$ cat src/rtl/pmos_arb_pkg.sv
// rtl/pmos_arb_pkg.sv - shared types and constants for the pmos bus arbiter
//
// Holds the FSM state encoding, default parameter values and the widths of
// the dead-time and hold counters. No ports.
package pmos_arb_pkg;

  typedef enum logic [1:0] {
    ST_IDLE = 2'd0,
    ST_ON   = 2'd1,
    ST_DEAD = 2'd2
  } arb_state_e;

  localparam int unsigned DEF_N        = 4;
  localparam int unsigned DEF_DEAD_CYC = 2;
  localparam int unsigned DEF_MAX_HOLD = 8;

  // Wide enough for DEAD_CYC up to 15 and MAX_HOLD up to 255.
  localparam int unsigned DEAD_W = 4;
  localparam int unsigned HOLD_W = 8;

endpackage

$ cat src/rtl/rr_priority_picker.sv
// rtl/rr_priority_picker.sv - combinational round-robin winner selection
//
// Ports:
//   req_i   [N-1:0]  request vector
//   ptr_i   [W-1:0]  index of the most recent winner; scan starts at ptr_i+1
//   valid_o          at least one request is set
//   idx_o   [W-1:0]  winner index (0 when valid_o is low)
module rr_priority_picker #(
  parameter int unsigned N = 4,
  parameter int unsigned W = $clog2(N)
) (
  input  logic [N-1:0] req_i,
  input  logic [W-1:0] ptr_i,
  output logic         valid_o,
  output logic [W-1:0] idx_o
);

  logic [W-1:0] cand;

  // Candidates are visited in order ptr+1, ptr+2, ... wrapping at N; the
  // first set bit wins, so the previous winner has lowest priority.
  always_comb begin
    valid_o = 1'b0;
    idx_o   = '0;
    cand    = '0;
    for (int unsigned i = 1; i <= N; i++) begin
      cand = W'((32'(ptr_i) + i) % N);
      if (!valid_o && req_i[cand]) begin
        valid_o = 1'b1;
        idx_o   = cand;
      end
    end
  end

endmodule

$ cat src/rtl/pmos_bus_arbiter.sv
// rtl/pmos_bus_arbiter.sv - round-robin break-before-make arbiter for pmos bus drivers
//
// Optional feature macro: PMOS_ARB_TIMEOUT_EN (forced release after MAX_HOLD
// ON cycles when another driver is waiting).
//
// Ports:
//   clk      system clock, rising edge
//   rst_n    asynchronous active-low reset
//   req      [N-1:0] level requests, one per driver
//   gate_n   [N-1:0] active-low pmos gate drives, at most one low
//   grant    [N-1:0] one-hot owner, equal to ~gate_n
//   busy     high while in ON or DEAD
//   owner    index of the current or most recent owner
module pmos_bus_arbiter
  import pmos_arb_pkg::*;
#(
  parameter int unsigned N        = DEF_N,
  parameter int unsigned DEAD_CYC = DEF_DEAD_CYC,
  parameter int unsigned MAX_HOLD = DEF_MAX_HOLD
) (
  input  logic                 clk,
  input  logic                 rst_n,
  input  logic [N-1:0]         req,
  output logic [N-1:0]         gate_n,
  output logic [N-1:0]         grant,
  output logic                 busy,
  output logic [$clog2(N)-1:0] owner
);

  localparam int unsigned W = $clog2(N);

  arb_state_e        state_q;
  logic [W-1:0]      ptr_q;
  logic [W-1:0]      owner_q;
  logic [N-1:0]      gate_n_q;
  logic              busy_q;
  logic [DEAD_W-1:0] dead_cnt_q;

  logic              pick_valid;
  logic [W-1:0]      pick_idx;
  logic              release_now;

  rr_priority_picker #(
    .N (N),
    .W (W)
  ) u_picker (
    .req_i   (req),
    .ptr_i   (ptr_q),
    .valid_o (pick_valid),
    .idx_o   (pick_idx)
  );

`ifdef PMOS_ARB_TIMEOUT_EN
  logic [HOLD_W-1:0] hold_cnt_q;
  logic              hold_limit;

  assign hold_limit = (hold_cnt_q == HOLD_W'(MAX_HOLD));
  // In ON, gate_n_q is low only at the owner, so it masks the owner's own
  // request and leaves just the competitors.
  assign release_now = !req[owner_q] || (hold_limit && ((req & gate_n_q) != '0));
`else
  logic unused_max_hold;

  assign unused_max_hold = ^HOLD_W'(MAX_HOLD);
  assign release_now     = !req[owner_q];
`endif

  always_ff @(posedge clk or negedge rst_n) begin
    if (!rst_n) begin
      state_q    <= ST_IDLE;
      ptr_q      <= W'(N - 1);
      owner_q    <= '0;
      gate_n_q   <= '1;
      busy_q     <= 1'b0;
      dead_cnt_q <= '0;
`ifdef PMOS_ARB_TIMEOUT_EN
      hold_cnt_q <= '0;
`endif
    end else begin
      case (state_q)
        ST_IDLE: begin
          if (pick_valid) begin
            state_q  <= ST_ON;
            gate_n_q <= ~(N'(1) << pick_idx);
            owner_q  <= pick_idx;
            ptr_q    <= pick_idx;
            busy_q   <= 1'b1;
`ifdef PMOS_ARB_TIMEOUT_EN
            hold_cnt_q <= HOLD_W'(1);
`endif
          end
        end
        ST_ON: begin
          if (release_now) begin
            // Gates open at this edge; the dead window starts immediately.
            state_q    <= ST_DEAD;
            gate_n_q   <= '1;
            dead_cnt_q <= DEAD_W'(DEAD_CYC - 1);
          end
`ifdef PMOS_ARB_TIMEOUT_EN
          else if (!hold_limit) begin
            hold_cnt_q <= hold_cnt_q + 1'b1;
          end
`endif
        end
        ST_DEAD: begin
          if (dead_cnt_q == '0) begin
            state_q <= ST_IDLE;
            busy_q  <= 1'b0;
          end else begin
            dead_cnt_q <= dead_cnt_q - 1'b1;
          end
        end
        default: begin
          state_q  <= ST_IDLE;
          gate_n_q <= '1;
          busy_q   <= 1'b0;
        end
      endcase
    end
  end

  assign gate_n = gate_n_q;
  assign grant  = ~gate_n_q;
  assign busy   = busy_q;
  assign owner  = owner_q;

endmodule

$ cat config.mk
export PLATFORM = sky130hd
export DESIGN_NAME = pmos_bus_arbiter
export DESIGN_NICKNAME = d
export VERILOG_FILES = /design/src/rtl/pmos_arb_pkg.sv /design/src/rtl/rr_priority_picker.sv /design/src/rtl/pmos_bus_arbiter.sv
export SDC_FILE = /design/constraint.sdc
export NUM_CORES = 1
export LEC_CHECK = 0
export CAP_MARGIN = 30
export CORE_MARGIN = 2
export CORE_UTILIZATION = 54
export CTS_CLUSTER_DIAMETER = 200
export CTS_CLUSTER_SIZE = 28
export DETAILED_ROUTE_END_ITERATION = 6
export GPL_TIMING_DRIVEN = 0
export PLACE_DENSITY_LB_ADDON = 0.08
export SLEW_MARGIN = 20
export SYNTH_ARGS = -nofsm -noshare
export SYNTH_HDL_FRONTEND = slang
export SYNTH_HIERARCHICAL = 1
export SYNTH_SLANG_ARGS = --single-unit
$ cat constraint.sdc
create_clock -name clk -period 2.5 [get_ports clk]
set_clock_uncertainty 0.1 [all_clocks]
set_input_delay 0.5 -clock clk [delete_from_list [all_inputs] [get_ports clk]]
set_output_delay 0.5 -clock clk [all_outputs]
set_load 0.005 [all_outputs]
==> results of run 1 <==
[layout make-up]
type	instances	area [µm²]	area share, %
inverters	9	33.8	2.94
repair buffers	16	160	13.9
plain buffers	3	15.0	1.31
flip-flops and latches	15	383	33.3
clock inverters	1	5.00	0.435
multi-input cells	65	509	44.3
clock buffers	3	22.5	1.96
well taps	17	21.3	1.85
[state kept, by name (all words and copies together) (netlist names)]
signal,cells
state_q,2
busy,1
owner,2
ptr_q,2
gate_n,4
dead_cnt_q,4
[cell families (layout without fill, tap and decap cells)]
kind of cell	Yosys count	in the layout
buf+inv	12	32
mux	11	11
flops	15	15
simple gates	30	30
fa+ha+maj	1	1
compound gates	23	23
[report_power, final]
part           switching [mW]  internal, mW
Combinational           0.336         0.403
Sequential              0.104         0.373
Clock                  0.0820        0.0594
Total                   0.522         0.835
[cell usage in the layout, fill, tap and decap left out]
master / n
a21oi_1: 2
a21oi_2: 1
a22o_4: 1
a31o_1: 1
a31oi_1: 1
a32oi_1: 5
and2_1: 2
and2b_1: 1
buf_2: 3
clkbuf_4: 3
clkdlybuf4s50_1: 16
clkinv_2: 1
dfrtp_1: 9
dfstp_2: 6
ha_1: 1
inv_1: 9
mux2_2: 6
mux2_4: 2
mux2i_1: 3
nand2_1: 5
nand2b_1: 4
nand4b_1: 1
nand4bb_1: 2
nor2_1: 7
nor2b_1: 3
nor2b_2: 1
nor3b_1: 1
nor4_2: 1
o211ai_1: 1
o21a_1: 1
o21ai_0: 3
o221ai_2: 1
o22a_2: 1
o22ai_1: 3
o2bb2ai_1: 1
o311ai_0: 1
or3_1: 1
or4_1: 1
[worst paths after layout]
kind	from	endpoint	cells after the start
max	req[1]	owner[1]	6
min	busy	busy	1
max reg2reg	ptr_q[1]	gate_n[0]	6
min reg2reg	busy	busy	1
max in group asynchronous	rst_n	busy	1
min in group asynchronous	rst_n	dead_cnt_q[0]	1
[per-layer routing]
metal  vias to the layer above  wire [µm]
met5                         -          0
li1                        378          -
met1                       356        868
met3                         6         44
met4                         0         44
met2                        13        867
[worst register-to-register path, cell delays in order (launching register included)]
cell	delay (ps)
dfstp_2	590
nand2b_1	130
a21oi_2	60
o221ai_2	290
nor2_1	80
mux2_2	270
a32oi_1	150
[through the flow]
step,area [µm²],setup WS [ps]
finish,1150,438
global route,1150,320
CTS,1150,448
detailed placement,1120,146
global placement,1120,184
floorplan,941,907
==> metrics.md, run 1 <==
| Metric | Value |
|---|---|
| Outcome | `completed` |
| LEAKAGE | `0.489 nW` |
| Final setup fails | `0` |
| Avg Cell Area, Syn | `10.2 µm²` |
| CTS tree | `built` |
| Crit path max-delay family | `simple AND/OR/NAND/NOR gates` |
| Synth area leader | `dfrtp_1` |
| Number of synthesized flops with an enable pin | `0` |
| Largest family of logic cells by synthesized area | `compound AO/OA/AOI/OAI gates` |
| Setup TNS | `0 ps` |
| Post-CTS setup buffer count | `0` |
| Worst VDD drop | `0.645 mV` |
| Global Route Usage Sum | `21.2%` |
| Post-Synth XOR/XNOR Area | `0%` |
| Top FF cell, synth | `dfrtp_1` |
| Top cell type's share of synthesized area | `23.9%` |
| Simple-Gate Fraction of Synth Area | `19.4%` |
| Layout area overhead | `22.2%` |
| Worst-path cell chain | `clkdlybuf4s50_1, nor2_1, nand2_1, nor2b_1, and2_1, mux2_2` |
| Nets | `120` |
| Final non-filler cell total | `129` |
| Setup crit start kind | `input port` |
| Die Span Y | `45.7 µm` |
| Crit path required time | `2580 ps` |
| Worst path bufs/invs | `1` |
| CP Capture Type | `flop` |
| Max incr delay on CP | `560 ps` |
| Yosys warns | `6` |
| Fin crit share | `82.5%` |
| Register area share after synthesis | `40.7%` |
| FILL cells | `146` |
| Initial Util | `55.7%` |
| Die X | `45.7 µm` |
| Synth cell count leaders | `9 x dfrtp_1, 9 x inv_1, 7 x nor2_1, 6 x dfstp_2, 6 x mux2_2` |
| Minimum clock period | `2060 ps` |
| Critical path type | `in -> reg` |
| Total Wirelength | `1830 µm` |
| # Max-Cap Violations | `0` |
| Share of layout cells above drive strength 1 | `24.1%` |
| Number of synthesized register bits | `15` |
| Pwr dens | `1180 nW/µm²` |
| Global route hottest layer | `met2` |
| Slowest-stage cell, CP | `clkdlybuf4s50_1` |
| Max-slew violation count | `0` |
| Syn nets | `99` |
| Critical path data arrival time | `2150 ps` |
| Leading post-synthesis cells by cell area | `dfrtp_1 24%, dfstp_2 17%, mux2_2 7.2%, a32oi_1 4.7%, inv_1 3.6%` |
| Sinks on the clock net | `15` |
| HPWL after detailed placement | `1380 µm` |
| Hold Path Class | `reg -> reg` |
| First-pass GRT wire length | `3160 µm` |
| Core Region | `1690 µm²` |
| Iter 0 DRT Violations | `30` |
| Slew HR | `54.3%` |
| Routed len/inst | `14.1 µm` |
| Grt ovf | `0` |
| Met3 usage | `4.76%` |
| PostCTS Resize Cnt | `0` |
| Largest net degree at the start of global routing | `16` |
| Antenna viol nets, final | `0` |
| Compound-Gate Fraction of Synth Area | `19.8%` |
| Adder-Cell Fraction of Synth Area | `1.33%` |
| Final Hold Viols | `0` |
| RSZ-0062 raised after global routing | `no` |
| Worst-skew pair later-pin latency | `290 ps` |
| GP Congestion | `0.815` |
| Vias in the first global route | `751` |
| Placed cells | `125` |
| Max clock buf depth | `2` |
| Inserted Clock Buffers | `3` |
| Initial antenna violation count | `0` |
| Syn Std Cell Area | `941 µm²` |
| Worst Path Max Fanout | `5` |
| Final Util | `68.1%` |
| Clock Tree Root | `clkbuf_4` |
| R2r setup slk | `750 ps` |
| First-pass DRT Iterations | `4` |
| Number of library cell types mapped by synthesis | `35` |
| CTS clk-pin slew, worst paths | `100 ps` |
| Worst-Margin Slew | `684 ps` |
| Remaining DRCs | `0` |
| Via count | `753` |
| DR vias/cell | `5.84` |
| Number of antenna diodes | `0` |
| I/O Buffers | `16` |
| Mapped Cells | `92` |
| Standard-cell rows | `15` |
| Hold_ws | `421 ps` |
| M1 GR Usage | `27.1%` |
| Hold buffers post-CTS | `0` |
| Total power | `1.36 mW` |
| Async S/R FF share, synth | `100%` |
| Global-route met2 utilization | `35.2%` |
| I/O Pins | `17` |
| Die area | `2090 µm²` |
| Htree depth | `1` |
| Max Freq | `0.485 GHz` |
| Mux share of post-synthesis cell area | `13.6%` |
(Power assumes the default switching activity.)
==> run 2: changes to the inputs <==
--- a/config.mk
+++ b/config.mk
@@ -7,7 +7,7 @@
 export LEC_CHECK = 0
 export CAP_MARGIN = 30
 export CORE_MARGIN = 2
-export CORE_UTILIZATION = 54
+export CORE_UTILIZATION = 51
 export CTS_CLUSTER_DIAMETER = 200
 export CTS_CLUSTER_SIZE = 28
 export DETAILED_ROUTE_END_ITERATION = 6
==> constraint.sdc (replaced) <==
create_clock -name clk -period 2 [get_ports clk]
set_clock_uncertainty 0.1 [all_clocks]
set_input_delay 0.4 -clock clk [delete_from_list [all_inputs] [get_ports clk]]
set_output_delay 0.4 -clock clk [all_outputs]
set_load 0.005 [all_outputs]
==> run 2 against run 1 <==
- first-iteration DRC count is 43% lower
- hold slack worse by 21 ps
- global-route usage down 3.5 points
- combinational power up 25%
- total power up 25%
- clock power is 24% higher
- sequential power up 26%
- critical path depth stayed put
- die area increased by 5.4%
- via count shrank 0.93%
- highest routed layer unchanged
==> metrics.md, run 2 (synthesized netlist as in run 1, its figures left out) <==
| Metric | Value |
|---|---|
| Worst-skew pair later-pin latency | `290 ps (about the same)` |
| Vias in the first global route | `632 (was 751)` |
| CP Capture Type | `flop (unchanged)` |
| Worst Path Max Fanout | `5 (unchanged)` |
| Worst-path cell chain | `clkdlybuf4s50_1, nor2_1, nand2_1, nor2b_2, and2_1, mux2_2 (was clkdlybuf4s50_1, nor2_1, nand2_1, nor2b_1, and2_1, mux2_2)` |
| Slowest-stage cell, CP | `clkdlybuf4s50_1 (unchanged)` |
| Final Util | `67.3% (was 68.1%)` |
| Largest net degree at the start of global routing | `16 (unchanged)` |
| Internal power | `1.05 mW (was 835 µW)` |
| Core Region | `1730 µm² (was 1690 µm²)` |
| Combinational Power Share | `54.4% (was 54.5%)` |
| Initial antenna violation count | `0 (unchanged)` |
| Hold Path Class | `in -> async (was reg -> reg)` |
| Layout area overhead | `23.5% (was 22.2%)` |
| Global Route Usage Sum | `17.7% (was 21.2%)` |
| Die Span Y | `47.0 µm (was 45.7 µm)` |
| Critical path type | `in -> reg (unchanged)` |
| Final Hold Viols | `0 (unchanged)` |
| Sequential power share | `35.3% (was 35.1%)` |
| Max clock buf depth | `2 (unchanged)` |
| Minimum clock period | `1870 ps` |
| Sw Ratio | `38.3% (was 38.5%)` |
| Metal2 WL | `802 µm (was 867 µm)` |
| Via count | `746 (was 753)` |
| Worst-Margin Slew | `643 ps (was 684 ps)` |
| Setup crit start kind | `input port (unchanged)` |
| Die area | `2200 µm² (was 2090 µm²)` |
| Max Freq | `0.534 GHz` |
| I/O Buffers | `16 (unchanged)` |
| Hold_ws | `400 ps (was 421 ps)` |
| CTS clk-pin slew, worst paths | `90 ps (was 100 ps)` |
| Remaining DRCs | `0 (unchanged)` |
| First-pass DRT Iterations | `4 (unchanged)` |
| Slew HR | `57.0% (was 54.3%)` |
| Initial Util | `54.5% (was 55.7%)` |
| CTS tree | `built (unchanged)` |
| I/O Pins | `17 (unchanged)` |
| Htree depth | `1 (unchanged)` |
| Final setup fails | `0 (unchanged)` |
| DR vias/cell | `5.45 (was 5.84)` |
| Iter 0 DRT Violations | `17 (was 30)` |
| HPWL after detailed placement | `1350 µm (was 1380 µm)` |
| Crit path required time | `2080 ps (was 2580 ps)` |
| LEAKAGE | `0.491 nW (was 0.489 nW)` |
| Worst VDD drop | `0.761 mV (was 0.645 mV)` |
| Wl on met1 | `902 µm (was 868 µm)` |
| # Max-Cap Violations | `0 (unchanged)` |
| Total Wirelength | `1810 µm (was 1830 µm)` |
| Max-slew violation count | `0 (unchanged)` |
| Outcome | `completed (unchanged)` |
| Fin crit share | `93.6%` |
| Clock Power Share | `10.3% (was 10.4%)` |
| Grt ovf | `0 (unchanged)` |
| Clock Tree Root | `clkbuf_4 (unchanged)` |
| Share of layout cells above drive strength 1 | `25.0% (was 24.1%)` |
| Number of antenna diodes | `0 (unchanged)` |
| Routed len/inst | `13.2 µm (was 14.1 µm)` |
| Sinks on the clock net | `15 (unchanged)` |
| Crit path max-delay family | `simple AND/OR/NAND/NOR gates (unchanged)` |
| Antenna viol nets, final | `0 (unchanged)` |
| Hold buffers post-CTS | `0 (unchanged)` |
| Most frequent cells in the layout | `16 x clkdlybuf4s50_1, 9 x inv_1, 9 x dfrtp_1 (unchanged)` |
| Standard-cell rows | `15 (unchanged)` |
| GP Congestion | `0.731 (was 0.815)` |
| Total power | `1.70 mW (was 1.36 mW)` |
| Max layer used | `met4 (unchanged)` |
| Most common cell after layout, fill and taps aside | `clkdlybuf4s50_1 (unchanged)` |
| Max incr delay on CP | `560 ps (about the same)` |
| Die X | `47.0 µm (was 45.7 µm)` |
| First-pass GRT wire length | `2770 µm (was 3160 µm)` |
| RSZ-0062 raised after global routing | `no (unchanged)` |
| Metal3 WL | `75 µm (was 44 µm)` |
| Worst path bufs/invs | `1 (unchanged)` |
| Pwr dens | `1460 nW/µm² (was 1180 nW/µm²)` |
| Switch Pwr | `650 µW (was 522 µW)` |
| Nets | `120 (unchanged)` |
| Critical path data arrival time | `1960 ps (was 2150 ps)` |
| Inserted Clock Buffers | `3 (unchanged)` |
run 2: cell counts in the layout (fill, tap and decap cells not counted):
No cell type changed its count.
run 2: power groups by stage:
stage	logic [mW]	registers (mW)	clock network [mW]
finish	0.923	0.599	0.175
floorplan	0.633	0.581	0
CTS	0.929	0.597	0.180
global route	1.02	0.621	0.188
detailed placement	0.921	0.601	0
global placement	0.904	0.593	0
run 2: routing by layer:
layer / global-route usage [%] / vias to the layer above
li1: - / 374
met1: 26.2 / 350
met2: 26.6 / 17
met3: 2.31 / 5
met4: 6.67 / 0
met5: 0 / -
run 2: path summary, 6_finish.rpt:
path | start | endpoint | slack, ps | cells past startpoint
setup / recovery | req[1] | owner[0] | 130 | 6
hold / removal | rst_n | dead_cnt_q[1] | 400 | 1
setup reg to reg | dead_cnt_q[0] | state_q[1] | 200 | 5
hold reg to reg | busy | busy | 430 | 1
max in group asynchronous | rst_n | dead_cnt_q[2] | 990 | 1
min in group clk | busy | busy | 430 | 1
run 2: worst reg2reg max path, stage by stage (launching register included):
cell and delay [ps]:
dfrtp_1 440, inv_1 80, ha_1 200, nor3b_1 480, nor2_1 120, mux2_2 280
run 2: what timing repair did:
item	4_1_cts	5_1_grt
setup buffers	0	0
endpoints found under the setup margin	0	4
endpoints found under the hold margin	0	0
resized for setup	0	1
run 2: area by class of cell:
| class | instances | area (µm²) |
|---|---|---|
| multi-input cells | 65 | 512 |
| clock buffers | 3 | 22.5 |
| inverters | 9 | 33.8 |
| well taps | 25 | 31.3 |
| plain buffers | 3 | 15.0 |
| flip-flops and latches | 15 | 383 |
| fillers | 158 | 564 |
| clock inverters | 1 | 5.00 |
| repair buffers | 16 | 160 |
run 2: metrics by stage:
step | instance area (µm²) | TNS [ps] | instances | worst slack, ps
final | 1160 | 0 | 137 | 128
after global routing | 1160 | 0 | 137 | 19.2
after CTS | 1160 | 0 | 137 | 79.7
after detailed placement | 1130 | -1070 | 133 | -213
after global placement | 1130 | -946 | 133 | -215
after floorplan | 941 | 0 | 92 | 417
